--- src/rtl/legv8_control_fsm.sv ---
// Multi-cycle control unit for the 64-bit LEGv8 datapath: sequences fetch, decode and execute,
// driving every datapath control from the registered state and the instruction register.
module legv8_control_fsm #(
   parameter int RD_WAIT         = 1,
   parameter bit HALT_ON_ILLEGAL = 1'b1
) (
   input  logic        clock,
   input  logic        reset,
   input  logic        run,
   input  logic [31:0] IR,
   input  logic [3:0]  status,
   output logic        w_reg,
   output logic        C0,
   output logic        mem_cs,
   output logic        mem_write_en,
   output logic        IR_load,
   output logic        status_load,
   output logic        B_Sel,
   output logic        PC_sel,
   output logic        add_tri_sel,
   output logic [31:0] k,
   output logic [4:0]  FS,
   output logic [1:0]  PC_FS,
   output logic [1:0]  size,
   output logic [4:0]  SA,
   output logic [4:0]  SB,
   output logic [4:0]  DA,
   output logic [1:0]  data_tri_sel,
   output logic        halted,
   output logic        illegal,
   output logic [3:0]  state
);

   typedef enum logic [3:0] {
      S_IDLE   = 4'd0,
      S_FETCH  = 4'd1,
      S_FWAIT  = 4'd2,
      S_DECODE = 4'd3,
      S_EXEC   = 4'd4,
      S_RD     = 4'd5,
      S_RWAIT  = 4'd6,
      S_WB     = 4'd7,
      S_WR     = 4'd8,
      S_CBTEST = 4'd9,
      S_BRANCH = 4'd10,
      S_HALT   = 4'd11
   } state_t;

   typedef enum logic [3:0] {
      C_NONE, C_ADD, C_SUB, C_AND, C_ORR, C_EOR, C_ADDI, C_SUBI,
      C_LDUR, C_STUR, C_B, C_CBZ, C_CBNZ, C_ZERO, C_ILL
   } cls_t;

   localparam logic [4:0] FS_AND = 5'b00000;
   localparam logic [4:0] FS_ORR = 5'b00100;
   localparam logic [4:0] FS_ADD = 5'b01000;
   localparam logic [4:0] FS_SUB = 5'b01010;
   localparam logic [4:0] FS_EOR = 5'b01100;

   // Counter preload: the cycle that loads it is itself the first of RD_WAIT+1 read cycles.
   localparam logic [2:0] WAIT_LOAD = (RD_WAIT > 0) ? 3'(RD_WAIT - 1) : 3'd0;

   state_t      r_state;
   state_t      w_next;
   cls_t        r_cls;
   cls_t        w_dec_cls;
   logic [2:0]  r_cnt;
   logic [2:0]  w_cnt_next;
   logic        r_illegal;
   logic        w_taken;
   logic        w_is_imm;
   logic [31:0] w_b_off;
   logic [31:0] w_cb_off;
   logic [31:0] w_mem_off;
   logic [31:0] w_alu_imm;
   logic        w_unused_status;

   function automatic logic [4:0] alu_fs(input cls_t c);
      case (c)
         C_AND:          return FS_AND;
         C_ORR:          return FS_ORR;
         C_EOR:          return FS_EOR;
         C_SUB, C_SUBI:  return FS_SUB;
         default:        return FS_ADD;
      endcase
   endfunction

   assign w_unused_status = ^status[3:1];

   always_comb begin
      w_dec_cls = C_ILL;
      if (IR == 32'd0)                        w_dec_cls = C_ZERO;
      else if (IR[31:21] == 11'b10001011000)  w_dec_cls = C_ADD;
      else if (IR[31:21] == 11'b11001011000)  w_dec_cls = C_SUB;
      else if (IR[31:21] == 11'b10001010000)  w_dec_cls = C_AND;
      else if (IR[31:21] == 11'b10101010000)  w_dec_cls = C_ORR;
      else if (IR[31:21] == 11'b11001010000)  w_dec_cls = C_EOR;
      else if (IR[31:22] == 10'b1001000100)   w_dec_cls = C_ADDI;
      else if (IR[31:22] == 10'b1101000100)   w_dec_cls = C_SUBI;
      else if (IR[31:21] == 11'b11111000010)  w_dec_cls = C_LDUR;
      else if (IR[31:21] == 11'b11111000000)  w_dec_cls = C_STUR;
      else if (IR[31:26] == 6'b000101)        w_dec_cls = C_B;
      else if (IR[31:24] == 8'b10110100)      w_dec_cls = C_CBZ;
      else if (IR[31:24] == 8'b10110101)      w_dec_cls = C_CBNZ;
   end

   // Branch offsets are relative to the already-incremented PC, hence the -4.
   assign w_b_off   = ({{6{IR[25]}}, IR[25:0]} << 2) - 32'd4;
   assign w_cb_off  = ({{13{IR[23]}}, IR[23:5]} << 2) - 32'd4;
   assign w_mem_off = {{23{IR[20]}}, IR[20:12]};
   assign w_alu_imm = {20'd0, IR[21:10]};
   assign w_is_imm  = (r_cls == C_ADDI) || (r_cls == C_SUBI);
   assign w_taken   = (r_cls == C_B) ||
                      ((r_cls == C_CBZ) && status[0]) ||
                      ((r_cls == C_CBNZ) && !status[0]);

   always_ff @(posedge clock or posedge reset) begin
      if (reset) begin
         r_state   <= S_IDLE;
         r_cls     <= C_NONE;
         r_cnt     <= 3'd0;
         r_illegal <= 1'b0;
      end else begin
         r_state <= w_next;
         r_cnt   <= w_cnt_next;
         if (r_state == S_DECODE) begin
            r_cls <= w_dec_cls;
            if (w_dec_cls == C_ILL) r_illegal <= 1'b1;
         end
      end
   end

   always_comb begin
      w_next       = r_state;
      w_cnt_next   = r_cnt;
      w_reg        = 1'b0;
      C0           = 1'b0;
      mem_cs       = 1'b0;
      mem_write_en = 1'b0;
      IR_load      = 1'b0;
      status_load  = 1'b0;
      B_Sel        = 1'b0;
      PC_sel       = 1'b0;
      add_tri_sel  = 1'b1;
      k            = 32'd0;
      FS           = 5'd0;
      PC_FS        = 2'b00;
      size         = 2'b11;
      SA           = 5'd0;
      SB           = 5'd0;
      DA           = 5'd0;
      data_tri_sel = 2'b00;
      halted       = 1'b0;

      // Loads and stores share the base+offset address path through the ALU.
      if (r_state inside {S_RD, S_RWAIT, S_WB, S_WR}) begin
         SA           = IR[9:5];
         B_Sel        = 1'b1;
         k            = w_mem_off;
         FS           = FS_ADD;
         add_tri_sel  = 1'b0;
         mem_cs       = 1'b1;
         data_tri_sel = 2'b11;
      end

      case (r_state)
         S_IDLE: begin
            if (run) w_next = S_FETCH;
         end
         S_FETCH, S_FWAIT: begin
            mem_cs       = 1'b1;
            data_tri_sel = 2'b11;
            if ((r_state == S_FETCH && RD_WAIT == 0) || (r_state == S_FWAIT && r_cnt == 3'd0)) begin
               IR_load = 1'b1;
               PC_FS   = 2'b01;
               w_next  = S_DECODE;
            end else if (r_state == S_FETCH) begin
               w_cnt_next = WAIT_LOAD;
               w_next     = S_FWAIT;
            end else begin
               w_cnt_next = r_cnt - 3'd1;
            end
         end
         S_DECODE: begin
            case (w_dec_cls)
               C_ADD, C_SUB, C_AND, C_ORR, C_EOR, C_ADDI, C_SUBI: w_next = S_EXEC;
               C_LDUR:        w_next = S_RD;
               C_STUR:        w_next = S_WR;
               C_B:           w_next = S_BRANCH;
               C_CBZ, C_CBNZ: w_next = S_CBTEST;
               C_ZERO:        w_next = S_HALT;
               default:       w_next = HALT_ON_ILLEGAL ? S_HALT : S_FETCH;
            endcase
         end
         S_EXEC: begin
            SA           = IR[9:5];
            SB           = IR[20:16];
            DA           = IR[4:0];
            B_Sel        = w_is_imm;
            k            = w_alu_imm;
            FS           = alu_fs(r_cls);
            C0           = (r_cls == C_SUB) || (r_cls == C_SUBI);
            data_tri_sel = 2'b00;
            w_reg        = (IR[4:0] != 5'd31);
            w_next       = run ? S_FETCH : S_IDLE;
         end
         S_RD, S_RWAIT: begin
            if ((r_state == S_RD && RD_WAIT == 0) || (r_state == S_RWAIT && r_cnt == 3'd0)) begin
               w_next = S_WB;
            end else if (r_state == S_RD) begin
               w_cnt_next = WAIT_LOAD;
               w_next     = S_RWAIT;
            end else begin
               w_cnt_next = r_cnt - 3'd1;
            end
         end
         S_WB: begin
            DA     = IR[4:0];
            w_reg  = (IR[4:0] != 5'd31);
            w_next = run ? S_FETCH : S_IDLE;
         end
         S_WR: begin
            SB           = IR[4:0];
            data_tri_sel = 2'b01;
            mem_write_en = 1'b1;
            w_next       = run ? S_FETCH : S_IDLE;
         end
         S_CBTEST: begin
            SA          = IR[4:0];
            B_Sel       = 1'b1;
            FS          = FS_ORR;
            status_load = 1'b1;
            w_next      = S_BRANCH;
         end
         S_BRANCH: begin
            if (w_taken) begin
               PC_sel = 1'b1;
               PC_FS  = 2'b10;
               k      = (r_cls == C_B) ? w_b_off : w_cb_off;
            end
            w_next = run ? S_FETCH : S_IDLE;
         end
         S_HALT: begin
            halted = 1'b1;
         end
         default: w_next = S_IDLE;
      endcase
   end

   assign illegal = r_illegal;
   assign state   = r_state;

endmodule

--- config.mk ---
export PLATFORM = sky130hd
export DESIGN_NAME = legv8_control_fsm
export DESIGN_NICKNAME = d
export VERILOG_FILES = /design/src/rtl/legv8_control_fsm.sv
export SDC_FILE = /design/constraint.sdc
export NUM_CORES = 1
export LEC_CHECK = 0
export BUFFER_PORTS_ARGS = -buffer_cell sky130_fd_sc_hd__buf_2
export CAP_MARGIN = 20
export CORE_UTILIZATION = 35
export CTS_CLUSTER_DIAMETER = 120
export CTS_CLUSTER_SIZE = 16
export DETAILED_ROUTE_END_ITERATION = 7
export GPL_ROUTABILITY_DRIVEN = 0
export PLACE_DENSITY_LB_ADDON = 0.1
export SLEW_MARGIN = 20
export SYNTH_ARGS = -nofsm -noshare
export SYNTH_HDL_FRONTEND = slang
export SYNTH_SLANG_ARGS = --single-unit
export TNS_END_PERCENT = 30
--- constraint.sdc ---
create_clock -name clock -period 2.2 [get_ports clock]
set_clock_uncertainty 0.2 [all_clocks]
set_input_delay 0.22 -clock clock [delete_from_list [all_inputs] [get_ports clock]]
set_output_delay 0.22 -clock clock [all_outputs]
set_load 0.01 [all_outputs]
==> flow_summary_export.csv <==
group,metric,value,unit
outcome,run_status,"complete, but fails checks",
outcome,failed_checks,"setup timing",
setup_path,worstSetupEndpointType,"output pin",
power_and_ir_drop,power_frac_clock,8.2,%
logic_synthesis,yosysUniqueCellTypes,78,
finish,drive_gt1_share,47.1,%
power_and_ir_drop,switching_share,47.5,%
power_and_ir_drop,power.internal,1240,uW
timing,grt_setup_unrepaired,"true",
global_route,grt_first_pass_wirelength,16700,um
worst_hold_path,hold_class,"in -> reg",
finish,area_growth_from_synthesis_to_final_layout,51.8,%
routing,number_of_drc_violations_after_detailed_routing,0,
global_route,globalRouteTotalUtil,24.1,%
worst_hold_path,timing.hold.worst_path_depth,3,
place,place_inst,680,
floorplanning,core_area,7850,sq um
logic_synthesis,syn_avg_cell_area,7.08,sq um
routing,drt_iter0_drc,147,
logic_synthesis,yosys_register_bits,12,
global_route,grt-ovfl-total,0,
clock_network,cts.reportedPaths.clkPinSlew,50,ps
timing,setup_violations,32,
logic_synthesis,commonest_cells_in_the_synthesized_netlist,"nor2_1, o21ai_0, nand2_1, xor2_1, inv_1",
finish,design.final.nets,636,
logic_synthesis,synthDominantAreaCellType,"dfrtp_1",
clock_network,clk_path_buf_depth,2,
timing,setup_tns,-6530,ps
power_and_ir_drop,power_density,538,nW/um^2
clock_network,cts.htree.levels,1,
power_and_ir_drop,comb_power_share,78.6,%
power_and_ir_drop,switching_pwr,1120,uW
logic_synthesis,mapped_cells,408,
global_route,first_global_vias,3403,
setup_path,worst-path-max-fanout,4,
timing,hold-worst-slack,104,ps
place,numPortBuffers,104,
logic_synthesis,async_s_r_ff_share_synth,100,%
logic_synthesis,synth_enable_flop_cells,0,
place,postPlaceCellArea,4120,sq um
floorplanning,boundaryPins,112,
timing,max_freq,403,MHz
routing,wl_per_cell,15.3,um
routing,antenna_violating_nets_post_route,0,
routing,first_pass_iters,4,
clock_network,tritoncts_clock_tree,"yes",
timing,maxSlewViolCount,0,
floorplanning,die_height,92.9,um
logic_synthesis,post_synth_instance_area,2890,sq um
routing,via_count,3621,
finish,diodes,0,
routing,drt-vias-per-instance,5.26,
logic_synthesis,yosysTopAreaCellShare,10.4,%
power_and_ir_drop,pwr-share-seq,13.2,%
routing,routed_wl,10500,um
logic_synthesis,yosysSeqAreaShare,10.4,%
global_route,antenna_violations_before_repair,0,
power_and_ir_drop,vdd.ir_drop.worst,285,uV
floorplanning,std_cell_rows,32,
setup_path,worst_ep_arrival_time,2060,ps
setup_path,path_class,"reg -> out",
timing,final.period_utilization,113,%
global_route,grt_max_degree,16,
setup_path,ff2ff_path_depth,6,
finish,design_area,4390,sq um
floorplanning,floorplan.initialDensity,36.8,%
run,cap_violations,0,
timing,fin_ws,-279,ps
setup_path,critPathRequiredTime,1780,ps
clock_network,cts-buffers-inserted,3,
floorplanning,die-width,92.9,um
logic_synthesis,ys.warnings.count,0,
logic_synthesis,post-synth-top-count-cell,"nor2_1",
timing,fin_crit,2480,ps
timing,finalHoldViolCount,0,
floorplanning,floorplan.die_area,8620,sq um
power_and_ir_drop,total_leakage_power,0.00211,uW
logic_synthesis,synth_top_cells_by_area,"dfrtp_1, xor2_1, nor2_1",
clock_network,insertion_delay,240,ps
clock_network,clock-sinks,12,
clock_network,clockRootBuffer,"clkbuf_8",
setup_path,startpoint_type,"flop",
finish,fin_cells,688,
place,dpl.hpwl,8510,um
logic_synthesis,most_frequently_used_flop_master_after_synthesis,"dfrtp_1",
## per-layer routing
metal  GRT usage (%)  wire [um]  part of all wire [%]  up-vias
met5               0          0                     0        -
met4            2.82         54                  0.51        0
met3            1.97        660                   6.3        6
met2            40.0       4810                    46      131
met1            34.6       4980                    47     1675
li1                -          -                     -     1809
## per-stage QoR
step           setup WS, ps  utilization [%]  power, uW
2_1_floorplan         -93.3                -       1300
3_3_place_gp           -331             52.5       2020
3_5_place_dp           -408             52.5       2040
4_1_cts                -292             55.0       2320
5_1_grt                -359             55.9       2530
6_report               -279             55.9       2360
## worst paths after layout
kind | endpoint | slack [ps] | startpoint
min reg2reg | illegal | 280 | illegal
min | state[0] | 100 | run
max | k[24] | -280 | r_cls[2]
max in group asynchronous | state[0] | 1150 | reset
max reg2reg | illegal | 290 | state[0]
min in group asynchronous | state[1] | 330 | reset
## state kept, by name, summed over array words and instances (netlist names)
name and count:
illegal 1, state 4, r_cls 4, r_cnt 3
## power groups by stage
stage	Clock (uW)	Combinational, uW	Sequential (uW)
finish	193	1850	311
global route	212	2000	317
CTS	201	1810	308
detailed placement	0	1720	313
global placement	0	1710	312
floorplan	0	956	343
## cell usage in the layout, fill, tap and decap left out, types with 8 or more instances in the layout
cell type,n
a22oi_1,9
nand3_1,13
o21ai_1,15
buf_4,105
buf_2,100
a21oi_1,16
inv_1,16
mux2i_1,8
dfrtp_1,12
xnor2_1,16
nand2_1,25
xor2_1,22
nor3_1,12
nor2_1,46
a22o_1,9
o21ai_0,20
## area by class of cell
class                           count  area [sq um]
Clock buffer                        3          41.3
Multi-Input combinational cell    338          2440
Tap cell                          102           128
Inverter                           19          76.3
Sequential cell                    12           300
Timing Repair Buffer              214          1400
Fill cell                         797          3460
## critical path, cell delays in order (launching register included)
cell and delay, ps:
dfrtp_1 380, and2b_1 210, buf_4 150, and3b_2 270, buf_4 150, and4_1 190
o31ai_2 290, buf_2 190
## repair_timing
item                       CTS  global route
hold endpoints to repair    12             0
buffers inserted             3             1
pin swaps                    8             4
hold buffers                 1             0
setup endpoints to repair   40            41
gates resized for setup     29            24
## cells by family after synthesis
kind of cell               count (synthesis)  synth area share (%)
AOI/OAI and AO/OA                        108                  25.3
and+or+nand+nor                          170                  34.8
muxes                                      9                  3.16
xor gates and xnor gates                  38                  11.5
adders and majority gates                  9                  3.90
other                                      2                 0.260
buffers and inverters                     60                  10.7
DFF                                       12                  10.4
Power figures use the tool's default switching activity.
